### src/rtl/wb_pkg.sv
// Shared types and sizes for the register-file writeback scheduler.
package wb_pkg;

  localparam int XLEN_DEF = 64;
  localparam int REG_NUM  = 32;
  localparam int REG_AW   = 5;

  typedef enum logic {
    WB_ALU = 1'b0,
    WB_LSU = 1'b1
  } wb_src_e;

endpackage

### src/rtl/wb_rr_arb2.sv
// Two-input round-robin arbiter (ALU vs LSU) that owns the last-grant flop.
module wb_rr_arb2 import wb_pkg::*; (
  input  logic clk,
  input  logic rst_n,
  input  logic req_alu,
  input  logic req_lsu,
  output logic gnt_alu,
  output logic gnt_lsu
);

  wb_src_e last_grant_reg;

  // On a tie the requester that did not win last time gets the port.
  always_comb begin
    gnt_alu = req_alu && (!req_lsu || (last_grant_reg == WB_LSU));
    gnt_lsu = req_lsu && !gnt_alu;
  end

  always_ff @(posedge clk) begin
    if (!rst_n) begin
      last_grant_reg <= WB_LSU;
    end else if (gnt_alu) begin
      last_grant_reg <= WB_ALU;
    end else if (gnt_lsu) begin
      last_grant_reg <= WB_LSU;
    end
  end

endmodule

### src/rtl/reg_wb_sched.sv
// Writeback scheduler + per-register pending-write scoreboard for the integer RF.
// Optional macro WB_BYPASS_EN adds rs1/rs2 forwarding from the RF write port.
module reg_wb_sched import wb_pkg::*; #(
  parameter int XLEN  = XLEN_DEF,
  parameter int CNT_W = 2
) (
  input  logic              clk,
  input  logic              rst_n,
  input  logic              issue_valid,
  input  logic [REG_AW-1:0] issue_rd,
  output logic              issue_ready,
  input  logic [REG_AW-1:0] rs1_addr,
  input  logic [REG_AW-1:0] rs2_addr,
  output logic              rs1_busy,
  output logic              rs2_busy,
  input  logic              alu_valid,
  input  logic [REG_AW-1:0] alu_rd,
  input  logic [XLEN-1:0]   alu_data,
  output logic              alu_ready,
  input  logic              lsu_valid,
  input  logic [REG_AW-1:0] lsu_rd,
  input  logic [XLEN-1:0]   lsu_data,
  output logic              lsu_ready,
  output logic              rf_wen,
  output logic [REG_AW-1:0] rf_waddr,
  output logic [XLEN-1:0]   rf_wdata
`ifdef WB_BYPASS_EN
  ,
  output logic              rs1_fwd,
  output logic              rs2_fwd,
  output logic [XLEN-1:0]   rs1_fwd_data,
  output logic [XLEN-1:0]   rs2_fwd_data
`endif
);

  logic [REG_NUM-1:0][CNT_W-1:0] cnt_vec;
  logic                          xfer;
  logic                          issue_take;
  logic [REG_AW-1:0]             win_rd;
  logic [XLEN-1:0]               win_data;
  logic [CNT_W-1:0]              rs1_cnt;
  logic [CNT_W-1:0]              rs2_cnt;

  wb_rr_arb2 u_arb (
    .clk     (clk),
    .rst_n   (rst_n),
    .req_alu (alu_valid),
    .req_lsu (lsu_valid),
    .gnt_alu (alu_ready),
    .gnt_lsu (lsu_ready)
  );

  always_comb begin
    xfer     = alu_ready || lsu_ready;
    win_rd   = alu_ready ? alu_rd   : lsu_rd;
    win_data = alu_ready ? alu_data : lsu_data;
  end

  // Writes to x0 are accepted from the requester but never reach the RF.
  always_ff @(posedge clk) begin
    if (!rst_n) begin
      rf_wen   <= 1'b0;
      rf_waddr <= '0;
      rf_wdata <= '0;
    end else begin
      rf_wen <= xfer && (win_rd != '0);
      if (xfer && (win_rd != '0)) begin
        rf_waddr <= win_rd;
        rf_wdata <= win_data;
      end
    end
  end

  // A retiring write to the same register frees its slot in the same cycle.
  assign issue_ready = (cnt_vec[issue_rd] != '1) || (rf_wen && (rf_waddr == issue_rd));
  assign issue_take  = issue_valid && issue_ready && (issue_rd != '0);

  genvar gi;
  generate
    for (gi = 0; gi < REG_NUM; gi++) begin : g_sb
      if (gi == 0) begin : g_zero
        assign cnt_vec[gi] = '0;
      end else begin : g_cnt
        logic [CNT_W-1:0] cnt_reg;
        logic             inc;
        logic             dec;

        assign inc = issue_take && (issue_rd == REG_AW'(gi));
        // A stray write to an idle register is ignored rather than wrapping.
        assign dec = rf_wen && (rf_waddr == REG_AW'(gi)) && (cnt_reg != '0);

        always_ff @(posedge clk) begin
          if (!rst_n) begin
            cnt_reg <= '0;
          end else if (inc && !dec) begin
            cnt_reg <= cnt_reg + 1'b1;
          end else if (dec && !inc) begin
            cnt_reg <= cnt_reg - 1'b1;
          end
        end

        assign cnt_vec[gi] = cnt_reg;
      end
    end
  endgenerate

  assign rs1_cnt = cnt_vec[rs1_addr];
  assign rs2_cnt = cnt_vec[rs2_addr];

`ifdef WB_BYPASS_EN
  // The last outstanding write is on the port now: hand its data straight to decode.
  assign rs1_fwd      = rf_wen && (rf_waddr == rs1_addr) && (rs1_addr != '0) && (rs1_cnt == CNT_W'(1));
  assign rs2_fwd      = rf_wen && (rf_waddr == rs2_addr) && (rs2_addr != '0) && (rs2_cnt == CNT_W'(1));
  assign rs1_fwd_data = rf_wdata;
  assign rs2_fwd_data = rf_wdata;
  assign rs1_busy     = (rs1_cnt != '0) && !rs1_fwd;
  assign rs2_busy     = (rs2_cnt != '0) && !rs2_fwd;
`else
  assign rs1_busy = (rs1_cnt != '0);
  assign rs2_busy = (rs2_cnt != '0);
`endif

  always_ff @(posedge clk) begin
    if (rst_n && rf_wen) begin
      assert (cnt_vec[rf_waddr] != '0)
        else $error("reg_wb_sched: writeback to x%0d with no pending write", rf_waddr);
    end
  end

endmodule

### config.mk
export PLATFORM = sky130hd
export DESIGN_NAME = reg_wb_sched
export DESIGN_NICKNAME = d
export VERILOG_FILES = /design/src/rtl/wb_pkg.sv /design/src/rtl/wb_rr_arb2.sv /design/src/rtl/reg_wb_sched.sv
export SDC_FILE = /design/constraint.sdc
export NUM_CORES = 1
export LEC_CHECK = 0
export CORE_ASPECT_RATIO = 1.5
export CORE_UTILIZATION = 25
export CTS_CLUSTER_SIZE = 25
export DETAILED_ROUTE_END_ITERATION = 10
export SETUP_SLACK_MARGIN = 0.5
export SLEW_MARGIN = 20
export SYNTH_ARGS = -nofsm -noshare
export SYNTH_HDL_FRONTEND = slang
export SYNTH_SLANG_ARGS = --single-unit
### constraint.sdc
create_clock -name clk -period 4 [get_ports clk]
set_input_delay 0.8 -clock clk [delete_from_list [all_inputs] [get_ports clk]]
set_output_delay 0.8 -clock clk [all_outputs]
set_load 0.05 [all_outputs]
==> metrics.csv <==
metric,value,unit
num_io_pins,233,
cp-end-kind,output port,
nFillCells,3200,
die_area,0.0321,mm^2
cts-htree-levels,4,
drc,0,
postCtsHoldBufs,0,
grt_pass1_wl,45000,um
synth-warning-count,0,
fin_tns_setup,0,ps
routed_wl,28200,um
grt_setup_unrepaired,yes,
status,finished clean,
grt_max_degree,97,
die_h,219,um
place.detailed.hpwl,20800,um
seq_area_frac_synth,34.0,%
cts_inserted_buffers,17,
p_leak,0.00436,uW
first_iter_violations,324,
setup_violations,0,
finalHoldViolCount,0,
core-area,0.0309,mm^2
gp_congestion,0.985,
layout_commonest_cell,clkdlybuf4s50_1,
relSlewSlack,26.5,%
critical_path_peak_fanout,11,
vias_per_cell,4.98,
clockRootBuffer,clkbuf_16,
syn-cell-area,0.00784,mm^2
fmax,0.286,GHz
syn_area_per_cell,8.05,um^2
cp-start-kind,input pin,
crit_required,3200,ps
layout-drive-gt1-share,9.89,%
grt.overflow.total,0,
min_path_type,reg2reg,
drtAntennaViolNets,0,
p_total,3930,uW
fin_crit_sh,87.6,%
path_class,in2out,
track_usage,18.3,%
fin_ws,498,ps
vdd_drop_max,0.194,mV
wire_per_inst,17.5,um
fin_skew,10.2,ps
drv_slew,0,
maxCapViolCount,0,
cts_tree,built,
area_delta_synth_final,44.8,%
die_x,147,um
clockBufferDepth,2,
largest_reg_flops,64,
row_count,79,
first_global_vias,8274,
antenna_found_initial,0,
synth_cell_type_count,50,
drt_first_pass_iters,5,
power_density,347,mW/mm^2
dr_total_vias,8006,
arrival,2700,ps
dp_slack,72.5,ps
cts_sinks,133,
fin_crit,3500,ps
insertedDiodeCount,0,
final_core_util,36.7,%
start_util,25.3,%
place_area,0.0107,mm^2
clk_pin_slew,60,ps
fin_nets,1379,
synthesis.nets,1162,
worst_pin_slew,1100,ps
synth_cells,973,
port_buffers,232,
final_cell_mix,"217 x clkdlybuf4s50_1, 181 x nand2_1, 148 x nor2_1, 133 x dfxtp_1, 69 x a311oi_1",
postLayoutCellArea,0.0113,mm^2
clkLatencyLatePin,440,ps
synth-seq-cells,133,
[critical path, cell delays in order]
cell             delay (ps)
clkdlybuf4s15_2         250
bufbuf_16               310
o311ai_1                350
o221ai_1                230
a2111oi_4               390
buf_4                   170
nor2_1                   40
buf_6                   150
[where the power goes]
group | internal [uW] | switching [uW]
sequential | 1410 | 60.5
combinational | 411 | 594
clock | 797 | 667
[what timing repair did]
item,CTS,global route
endpoints found under the setup margin,3,4
setup buffers,2,0
resized for setup,21,12
pin swaps,1,1
gates cloned,2,0
[synth_stat cells (all sizes together)]
| master | count | share of area [%] |
|---|---|---|
| nor2 | 148 | 7.1 |
| dfxtp | 133 | 34 |
| xor2 | 66 | 7.4 |
| or2 | 1 | 0.080 |
| buf | 14 | 1.4 |
| o22a | 1 | 0.11 |
| a31o | 1 | 0.11 |
| a2111oi | 4 | 0.69 |
| o311ai | 2 | 0.22 |
| nand3b | 31 | 3.0 |
| or3b | 1 | 0.11 |
| xnor2 | 1 | 0.11 |
| nor2b | 2 | 0.16 |
| a21oi | 37 | 2.4 |
| o22ai | 1 | 0.080 |
| nand2b | 7 | 0.56 |
| nor4 | 2 | 0.16 |
| nand2 | 182 | 8.7 |
| o32ai | 3 | 0.34 |
| mux2 | 2 | 0.34 |
| clkbuf | 53 | 2.5 |
| a221oi | 1 | 0.11 |
| mux4 | 16 | 4.6 |
| nand4b | 2 | 0.22 |
| ha | 31 | 4.9 |
| nor3 | 41 | 3.3 |
| o21ai | 39 | 2.5 |
| or4 | 2 | 0.19 |
| and2 | 6 | 0.48 |
| a311oi | 69 | 7.7 |
| inv | 8 | 0.38 |
| nand4 | 2 | 0.16 |
| a211oi | 4 | 0.38 |
| or3 | 32 | 2.6 |
| o221ai | 3 | 0.34 |
| mux2i | 10 | 1.3 |
| o211ai | 6 | 0.57 |
| and3 | 1 | 0.080 |
| and3b | 1 | 0.11 |
| a311o | 2 | 0.26 |
| o221a | 1 | 0.14 |
| nand3 | 4 | 0.26 |
[path summary, 6_finish.rpt]
kind / startpoint / endpoint / slack, ps / cells past startpoint
hold / removal: rf_wdata[13]$_SDFFE_PN0P_ / rf_wdata[13]$_SDFFE_PN0P_ / 490 / 2
hold reg to reg: rf_wdata[13]$_SDFFE_PN0P_ / rf_wdata[13]$_SDFFE_PN0P_ / 490 / 2
setup / recovery: issue_rd[0] / issue_ready / 500 / 8
setup reg to reg: g_sb[21].g_cnt.cnt_reg[0]$_SDFFE_PN0P_ / g_sb[13].g_cnt.cnt_reg[1]$_SDFFE_PN0P_ / 960 / 10
[cell type report]
type,count,area (um^2),area share (%)
clock buffers,18,429,3.78
clock inverters,14,104,0.915
inverters,8,32.5,0.287
multi-input cells,765,4900,43.1
flip-flops and latches,133,2660,23.5
well taps,405,507,4.47
repair buffers,265,2720,23.9
[logic make-up (layout without fill, tap and decap cells)]
group / count (synthesis) / count (layout) / share of synthesized area [%]
AND/OR/NAND/NOR: 465 / 465 / 27.2
AO/OA/AOI/OAI: 174 / 174 / 15.9
buffers and inverters: 75 / 305 / 4.29
flip-flops: 133 / 133 / 34.0
XOR/XNOR: 67 / 67 / 7.49
adder cells (fa/ha/maj): 31 / 31 / 4.95
multiplexers: 28 / 28 / 6.21
[routing by layer]
metal / global-route usage, % / wire [um] / up-vias
met1: 18.9 / 10700 / 3722
met3: 5.07 / 1930 / 72
li1: - / - / 3897
met5: 0 / 0 / -
met2: 33.3 / 14300 / 315
met4: 10.1 / 1260 / 0
[metrics by stage]
step | instances | hold WS (ps)
floorplan | 973 | 438
global placement | 1572 | 455
detailed placement | 1572 | 470
CTS | 1608 | 492
global route | 1608 | 511
finish | 1608 | 495
No activity file was read; power rests on OpenSTA's default activity.
